$ cat src/rtl/fdiv_pkg.sv
// Shared types and constants for the iterative divide mantissa path.
package fdiv_pkg;

    localparam int ITER   = 26;
    localparam int MANT_W = 24;
    localparam int SA_W   = 5;

    typedef enum logic [2:0] {
        IDLE,
        NORM_A,
        NORM_B,
        DIV,
        DONE
    } fdiv_state_t;

endpackage

$ cat src/rtl/shift_to_msb_equ_1.sv
// Leading-one normalizer: shifts the significand left until bit 23 is set.
module shift_to_msb_equ_1
    import fdiv_pkg::*;
(
    input  logic [MANT_W-1:0] a,
    output logic [MANT_W-1:0] a_shifted,
    output logic [SA_W-1:0]   sa
);

    // Zero input reports 31, which is not a meaningful shift count.
    always_comb begin
        sa = '1;
        for (int i = 0; i < MANT_W; i++) begin
            if (a[i]) sa = SA_W'(MANT_W - 1 - i);
        end
        a_shifted = a << sa;
    end

endmodule

$ cat src/rtl/fdiv_mant_seq.sv
// Normalizes both significands through one shared normalizer, then runs a
// restoring divide producing ITER quotient bits MSB first plus a sticky bit.
module fdiv_mant_seq
    import fdiv_pkg::*;
#(
    parameter int ITER = fdiv_pkg::ITER
) (
    input  logic        clk,
    input  logic        clrn,
    input  logic        start,
    input  logic [23:0] a_mant,
    input  logic [23:0] b_mant,
    output logic        ready,
    output logic        done,
    output logic [25:0] q,
    output logic        sticky,
    output logic [4:0]  sa_a,
    output logic [4:0]  sa_b,
    output logic        a_zero,
    output logic        div_by_zero
);

    // Handshake: a request is taken on the rising edge where start && ready;
    // start while busy is dropped, never queued. done pulses for one cycle.

    fdiv_state_t       state_q, state_d;
    logic [MANT_W-1:0] a_reg, b_reg;
    logic [MANT_W:0]   r;
    logic [SA_W-1:0]   cnt;

    logic [MANT_W-1:0] norm_in, norm_out;
    logic [SA_W-1:0]   norm_sa;
    logic              rem_ge;
    logic [MANT_W:0]   rem_pre;

    assign norm_in = (state_q == NORM_A) ? a_reg : b_reg;

    shift_to_msb_equ_1 u_norm (
        .a         (norm_in),
        .a_shifted (norm_out),
        .sa        (norm_sa)
    );

    assign rem_ge  = (r >= {1'b0, b_reg});
    assign rem_pre = rem_ge ? (r - {1'b0, b_reg}) : r;

    always_ff @(posedge clk or negedge clrn) begin
        if (!clrn) state_q <= IDLE;
        else       state_q <= state_d;
    end

    always_comb begin
        state_d = state_q;
        ready   = 1'b0;
        done    = 1'b0;
        case (state_q)
            IDLE: begin
                ready = 1'b1;
                if (start) state_d = NORM_A;
            end
            NORM_A: state_d = NORM_B;
            // a_zero was registered in NORM_A; b_reg still holds the raw divisor.
            NORM_B: state_d = (a_zero || (b_reg == '0)) ? DONE : DIV;
            DIV: begin
                if (cnt == SA_W'(ITER - 1)) state_d = DONE;
            end
            DONE: begin
                done    = 1'b1;
                state_d = IDLE;
            end
            default: state_d = IDLE;
        endcase
    end

    always_ff @(posedge clk or negedge clrn) begin
        if (!clrn) begin
            a_reg       <= '0;
            b_reg       <= '0;
            r           <= '0;
            cnt         <= '0;
            q           <= '0;
            sticky      <= 1'b0;
            sa_a        <= '0;
            sa_b        <= '0;
            a_zero      <= 1'b0;
            div_by_zero <= 1'b0;
        end else begin
            case (state_q)
                IDLE: begin
                    if (start) begin
                        a_reg       <= a_mant;
                        b_reg       <= b_mant;
                        q           <= '0;
                        cnt         <= '0;
                        sticky      <= 1'b0;
                        a_zero      <= 1'b0;
                        div_by_zero <= 1'b0;
                    end
                end
                NORM_A: begin
                    a_reg  <= norm_out;
                    sa_a   <= norm_sa;
                    a_zero <= (a_reg == '0);
                end
                NORM_B: begin
                    b_reg       <= norm_out;
                    sa_b        <= norm_sa;
                    div_by_zero <= (b_reg == '0);
                    r           <= {1'b0, a_reg};
                    cnt         <= '0;
                end
                DIV: begin
                    // r < 2*b keeps the shifted remainder inside 25 bits.
                    r   <= {rem_pre[MANT_W-1:0], 1'b0};
                    q   <= {q[24:0], rem_ge};
                    cnt <= cnt + 1'b1;
                    if (cnt == SA_W'(ITER - 1)) sticky <= |rem_pre;
                end
                default: ;
            endcase
        end
    end

endmodule

$ cat config.mk
export PLATFORM = sky130hd
export DESIGN_NAME = fdiv_mant_seq
export DESIGN_NICKNAME = d
export VERILOG_FILES = /design/src/rtl/fdiv_pkg.sv /design/src/rtl/shift_to_msb_equ_1.sv /design/src/rtl/fdiv_mant_seq.sv
export SDC_FILE = /design/constraint.sdc
export NUM_CORES = 1
export LEC_CHECK = 0
export CORE_UTILIZATION = 39
export DETAILED_ROUTE_END_ITERATION = 10
export DONT_BUFFER_PORTS = 1
export GPL_TIMING_DRIVEN = 0
export HOLD_SLACK_MARGIN = 0.06
export PLACE_DENSITY = 0.56
export REMOVE_ABC_BUFFERS = 1
export SLEW_MARGIN = 25
export SYNTH_ARGS = -nofsm -noshare
export SYNTH_HDL_FRONTEND = slang
export SYNTH_HIERARCHICAL = 1
export SYNTH_SLANG_ARGS = --single-unit
$ cat constraint.sdc
create_clock -name clk -period 11.25 [get_ports clk]
set_input_delay 0 -clock clk [delete_from_list [all_inputs] [get_ports clk]]
set_output_delay 0 -clock clk [all_outputs]
set_load 0.02 [all_outputs]
After elaboration in Yosys (flattened, before gate mapping). Index checks and enable logic that the tools add are counted.

Bits in registers: 120. Word-level logic and storage cells: 84.

Add/subtract/negate cells: 2. Order comparisons: 1. Equal/unequal tests: 7. Shift operators: 1. Multiplexer cells: 46. Reductions and logical operators: 16.

Operators by type and width (count): 24-bit one-hot mux with 2 select lines (2); 5-bit 2-to-1 mux (17); 24-bit 2-to-1 mux (3); 26-bit one-hot mux with 2 select lines (1); 25-bit one-hot mux with 2 select lines (1); 24-bit zero test (2); 4-bit 2-to-1 mux (8); 26-bit 2-to-1 mux (1); 25-bit by 24-bit >= comparator with 1-bit output (1); 25-bit 2-to-1 mux (1); 25-bit OR reduction (1); 25-bit by 24-bit subtractor with 25-bit output (1); 24-bit by 5-bit << shifter with 24-bit output (1); 5-bit one-hot mux with 3 select lines (1); 3-bit one-hot mux with 4 select lines (1); 2-bit AND reduction (5); 3-bit 2-to-1 mux (3); 2-bit nonzero test (4); 3-bit by 2-bit equality test with 1-bit output (second input constant) (2); 1-bit one-hot mux with 2 select lines (3); 5-bit by 1-bit adder with 5-bit output (second input constant) (1); 5-bit equality test (second input constant) (1); 1-bit 2-to-1 mux (4); 2-bit inequality test (second input constant) (2); 6 further kinds (6).

Logic depth before layout (Yosys ltp).
Depth after elaboration: 28. Mapped depth: 18.

Modules after synthesis. The synthesis kept the hierarchy.

Modules (own cells, without submodules): fdiv_mant_seq (instances 1, cells an instance 934, area an instance 7347.0 um2, sequential area each 3002.9 um2); shift_to_msb_equ_1 (instances 1, cells an instance 221, area an instance 1415.1 um2, sequential area each 0.0 um2).

Worst setup path after synthesis. OpenSTA, ideal clock, no wires.

Path kind: register to register. From: register state_q[2]. To: register a_reg[21]. Data arrival time: 3438 ps. Required time: 11109 ps. Path slack: 7671 ps. Cell stages (with the launch flop): 16. Cells stage by stage: dfrtp_1 nor3b_1 clkbuf_1 nand2_1 o21ai_0 nor2_1 a221oi_2 o221ai_2 a21oi_4 buf_6 mux2i_1 nor3_1 o31a_1 o32a_1 nor2_1 a31oi_1.

Elaborated cells between the ends (all ways): 32. Classes of those cells: 2 x eq/ne; 1 x shift; 26 x mux; 3 x reduce/logical.

RTL lines: start: declaration (RTL line fdiv_mant_seq.sv:26) `fdiv_state_t state_q, state_d;`; start signal: assignment (RTL line fdiv_mant_seq.sv:49) `else state_q <= state_d;`; 3-bit by 1-bit equality test with 1-bit output (*) (RTL line fdiv_mant_seq.sv:36) `assign norm_in = (state_q == NORM_A) ? a_reg : b_reg;`; 24-bit 2-to-1 mux (*) (RTL line fdiv_mant_seq.sv:36); named net norm_in[5] (RTL line fdiv_mant_seq.sv:31) `logic [MANT_W-1:0] norm_in, norm_out;`; 4-bit 2-to-1 mux (3 in series) (RTL line shift_to_msb_equ_1.sv:14) `if (a[i]) sa = SA_W'(MANT_W - 1 - i);`; 5-bit 2-to-1 mux (16 in series) (RTL line shift_to_msb_equ_1.sv:14); 24-bit by 5-bit << shifter with 24-bit output (*) (RTL line shift_to_msb_equ_1.sv:16) `a_shifted = a << sa;`; named net norm_out[21] (RTL line fdiv_mant_seq.sv:31); 24-bit one-hot mux with 2 select lines (*) (RTL line fdiv_mant_seq.sv:88) `case (state_q)`; end signal: assignment (RTL line fdiv_mant_seq.sv:91) `a_reg <= a_mant;`; end signal: assignment (RTL line fdiv_mant_seq.sv:101) `a_reg <= norm_out;`; end: declaration (RTL line fdiv_mant_seq.sv:27) `logic [MANT_W-1:0] a_reg, b_reg;`.

The timed path passes the listed nets; every way through them passes the cells marked *. A chain may end at the register's enable or synchronous reset.

Final worst setup path.
From: register state_q[0]. To: register a_reg[14].

Elaborated cells between the ends (all ways): 32. Classes of those cells: 2 x eq/ne; 1 x shift; 26 x mux; 3 x reduce/logical.

RTL lines: 3-bit by 1-bit equality test with 1-bit output (RTL line fdiv_mant_seq.sv:36); 24-bit 2-to-1 mux (RTL line fdiv_mant_seq.sv:36); named net norm_in[5] (RTL line fdiv_mant_seq.sv:31); 4-bit 2-to-1 mux (3 in series) (RTL line shift_to_msb_equ_1.sv:14); 5-bit 2-to-1 mux (16 in series) (RTL line shift_to_msb_equ_1.sv:14); named net norm_sa[0] (RTL line fdiv_mant_seq.sv:32) `logic [SA_W-1:0] norm_sa;`; 24-bit by 5-bit << shifter with 24-bit output (RTL line shift_to_msb_equ_1.sv:16); named net norm_out[14] (RTL line fdiv_mant_seq.sv:31); 24-bit one-hot mux with 2 select lines (RTL line fdiv_mant_seq.sv:88).

The timed path passes the listed nets, and every way through them passes these cells.

==> impl_metrics.csv <==
group,metric,value,unit
yosys,synth_mux_area_share,5.94,%
floorplan,start_util,39.9,%
worst_setup_path,cp.required,11520,ps
cts,clock_sinks,120,
routing,firstDrtPassIters,8,
routing,routed_wl,28500,um
sta,tns,0,ps
yosys,yosys_warnings,6,
yosys,synth_edf_count,0,
sta,worst_slew_pin_slew,943,ps
floorplan,core-area,22000,um2
worst_setup_path,end_kind,"register",
sta,max_slew_margin,36.5,%
run,max_cap_viol_count,0,
worst_setup_path,worstPathArrival,5130,ps
cells_and_area,top_register,"q",
sta,clock.fmax,206,MHz
global_route,grt_max_degree,121,
placement,gp_congestion,0.924,
cts,cts_htree_levels,4,
cells_and_area,layout_common_cells,"242 x nand2_1, 119 x dfrtp_1, 115 x nor2_1",
cells_and_area,final_area,10200,um2
sta,hold_viol,0,
placement,io_buffer_count,0,
floorplan,ios,92,
yosys,synth_area,8760,um2
global_route,antenna_found_initial,1,
yosys,synth_top_family_by_area,"simple AND/OR/NAND/NOR gates",
yosys,synthTopCellsByArea,"dfrtp_1 34%, nand2_1 10%, nor2_1 5.0%, mux2i_1 4.9%, o21ai_0 4.3%",
yosys,ys_seq_area_share,34.3,%
yosys,synth_simple_gate_area_share,25.3,%
routing,viasPerCell,5.86,
cts,worstSkewPairLatency,430,ps
floorplan,die_w,152,um
yosys,synth_fa_ha_area_share,3.94,%
cts,clk_pin_slew,60,ps
global_route,grt_first_pass_wirelength,45500,um
worst_setup_path,start_kind,"register",
floorplan,die_area,23100,um2
global_route,grtUsageTotal,25.2,%
sta,slew_violations,0,
floorplan,die_h,152,um
yosys,ys_ff_latch,120,
cells_and_area,largest_register_ffs,26,
worst_setup_path,r2r-start,"state_q[0]$_DFFE_PN0P_",
yosys,synth-xor-area-share,2.00,%
cts,clk_path_buf_depth,2,
status,status,"finished with violations",
yosys,synth_ff_type,"dfrtp_1",
sta,rsz0062_at_grt,"no",
global_route,grt_pass1_vias,8188,
yosys,synth_cell_types,80,
cells_and_area,fill_cells,2184,
sta,period_needed,4860,ps
worst_setup_path,worstSetupPathType,"register to register",
placement,dp_hpwl,20600,um
worst_setup_path,critPathLaunch,"state_q[0]$_DFFE_PN0P_",
cells_and_area,final_common_cell,"nand2_1",
cts,cts_tree,"done",
routing,wl_per_cell,19.4,um
worst_hold_path,holdCritPathClass,"input pin to async pin",
cells_and_area,layout-drive-gt1-share,7.09,%
routing,postRouteAntennaNets,0,
sta,setup_viol,0,
placement,place_area,8970,um2
yosys,synth_top_area_cell,"dfrtp_1",
worst_setup_path,r2r_slack,6390,ps
worst_setup_path,critPathMaxFanout,18,
global_route,grt_overflow,0,
cts,cts_inserted_buffers,17,
cells_and_area,syn2layout_area_growth,16.9,%
sta,post-route-period-util,43.2,%
floorplan,num_rows,54,
sta,worst_clock_skew,12.3,ps
cells_and_area,fin_nets,1250,
status,violations,"design-rule violations",
routing,via_count,8597,
routing,drc,2,
yosys,synth_top_area_share,34.3,%
routing,drt_iter0_markers,727,
yosys,synth_compound_area_share,22.6,%
cells_and_area,top_regs,"q (26), r (25)",
yosys,netlist_instances,1155,
sta,hold_slack,199,ps
cts,cts_root_buffer,"clkbuf_16",
cts,cts_resized,0,
yosys,syn_area_per_cell,7.59,um2
yosys,synthArstFlopShare,100,%
## cell usage after synthesis (all sizes together), types with 9 or more instances
cell and instances:
nand2 244, dfrtp 120, nor2 117, o21ai 104, a21oi 64, inv 49, clkbuf 47, mux2i 43
nand3 43, a31oi 34, nor3 27, ha 26, buf 24, nor4 21, a21o 17, a211oi 15
nand4 13, o211ai 11, xor2 11, o21a 9, xnor2 9
## layer usage
layer / part of all wire [%] / global-route usage (%) / vias up
met4: 2.7 / 9.18 / 0
met3: 5.2 / 3.88 / 47
met5: 0 / 0 / -
met1: 47 / 35.1 / 4151
met2: 46 / 39.6 / 276
li1: - / - / 4123
## layout make-up
cell class / count / area, um2 / share of cell area, %
multi-input cells: 914 / 5290 / 51.6
clock buffers: 20 / 447 / 4.36
flip-flops and latches: 120 / 3000 / 29.3
repair buffers: 69 / 738 / 7.21
clock inverters: 12 / 220 / 2.15
inverters: 50 / 193 / 1.88
diodes: 1 / 2.50 / 0.0244
well taps: 280 / 350 / 3.42
## worst max-delay path: stages (launching register included)
cell      delay, ps
dfrtp_2         560
nor3b_2         450
buf_4           270
buf_4           220
nand2_1          60
o21ai_0         300
nor2_1          110
a221oi_2        340
o221ai_2        200
a21oi_4         600
inv_2           170
a21oi_1         260
nor3_1           70
nor3_1          540
o21ai_0         300
nor2_1          160
a31oi_1          50
## worst paths after layout
path	endpoint	cells past startpoint
worst min register to register	r[23]$_DFFE_PN0P_	2
worst max-delay path	a_reg[14]$_DFFE_PN0P_	16
worst min-delay path	sa_a[0]$_DFFE_PN0P_	2
min in group clk	div_by_zero$_DFFE_PN0P_	3
max in group asynchronous	state_q[0]$_DFFE_PN0P_	2
worst max register to register	a_reg[14]$_DFFE_PN0P_	16
## cell families (layout without fill, tap and decap cells)
| group | after synthesis | after routing |
|---|---|---|
| and+or+nand+nor | 504 | 504 |
| AOI/OAI and AO/OA | 312 | 312 |
| buffers and inverters | 121 | 151 |
| DFF | 120 | 120 |
| muxes | 51 | 51 |
| adders and majority gates | 27 | 27 |
| xor gates and xnor gates | 20 | 20 |
| other | 0 | 1 |
## timing repair
item / in CTS / in global routing
hold buffers: 58 / 0
endpoints found under the hold margin: 171 / 0
setup buffers: 0 / 0
## per-stage QoR
stage / cells / setup WS [ps] / utilization [%]
CTS: 1465 / 6490 / 46.6
global placement: 1364 / 612 / 40.0
finish: 1466 / 6390 / 46.6
floorplan: 1084 / 4050 / -
global route: 1466 / 6050 / 46.6
detailed placement: 1375 / 6490 / 40.8
Power is left out: the tool's default activity adds up to more than one toggle a clock period on the data nets, which glitch-free logic cannot reach.
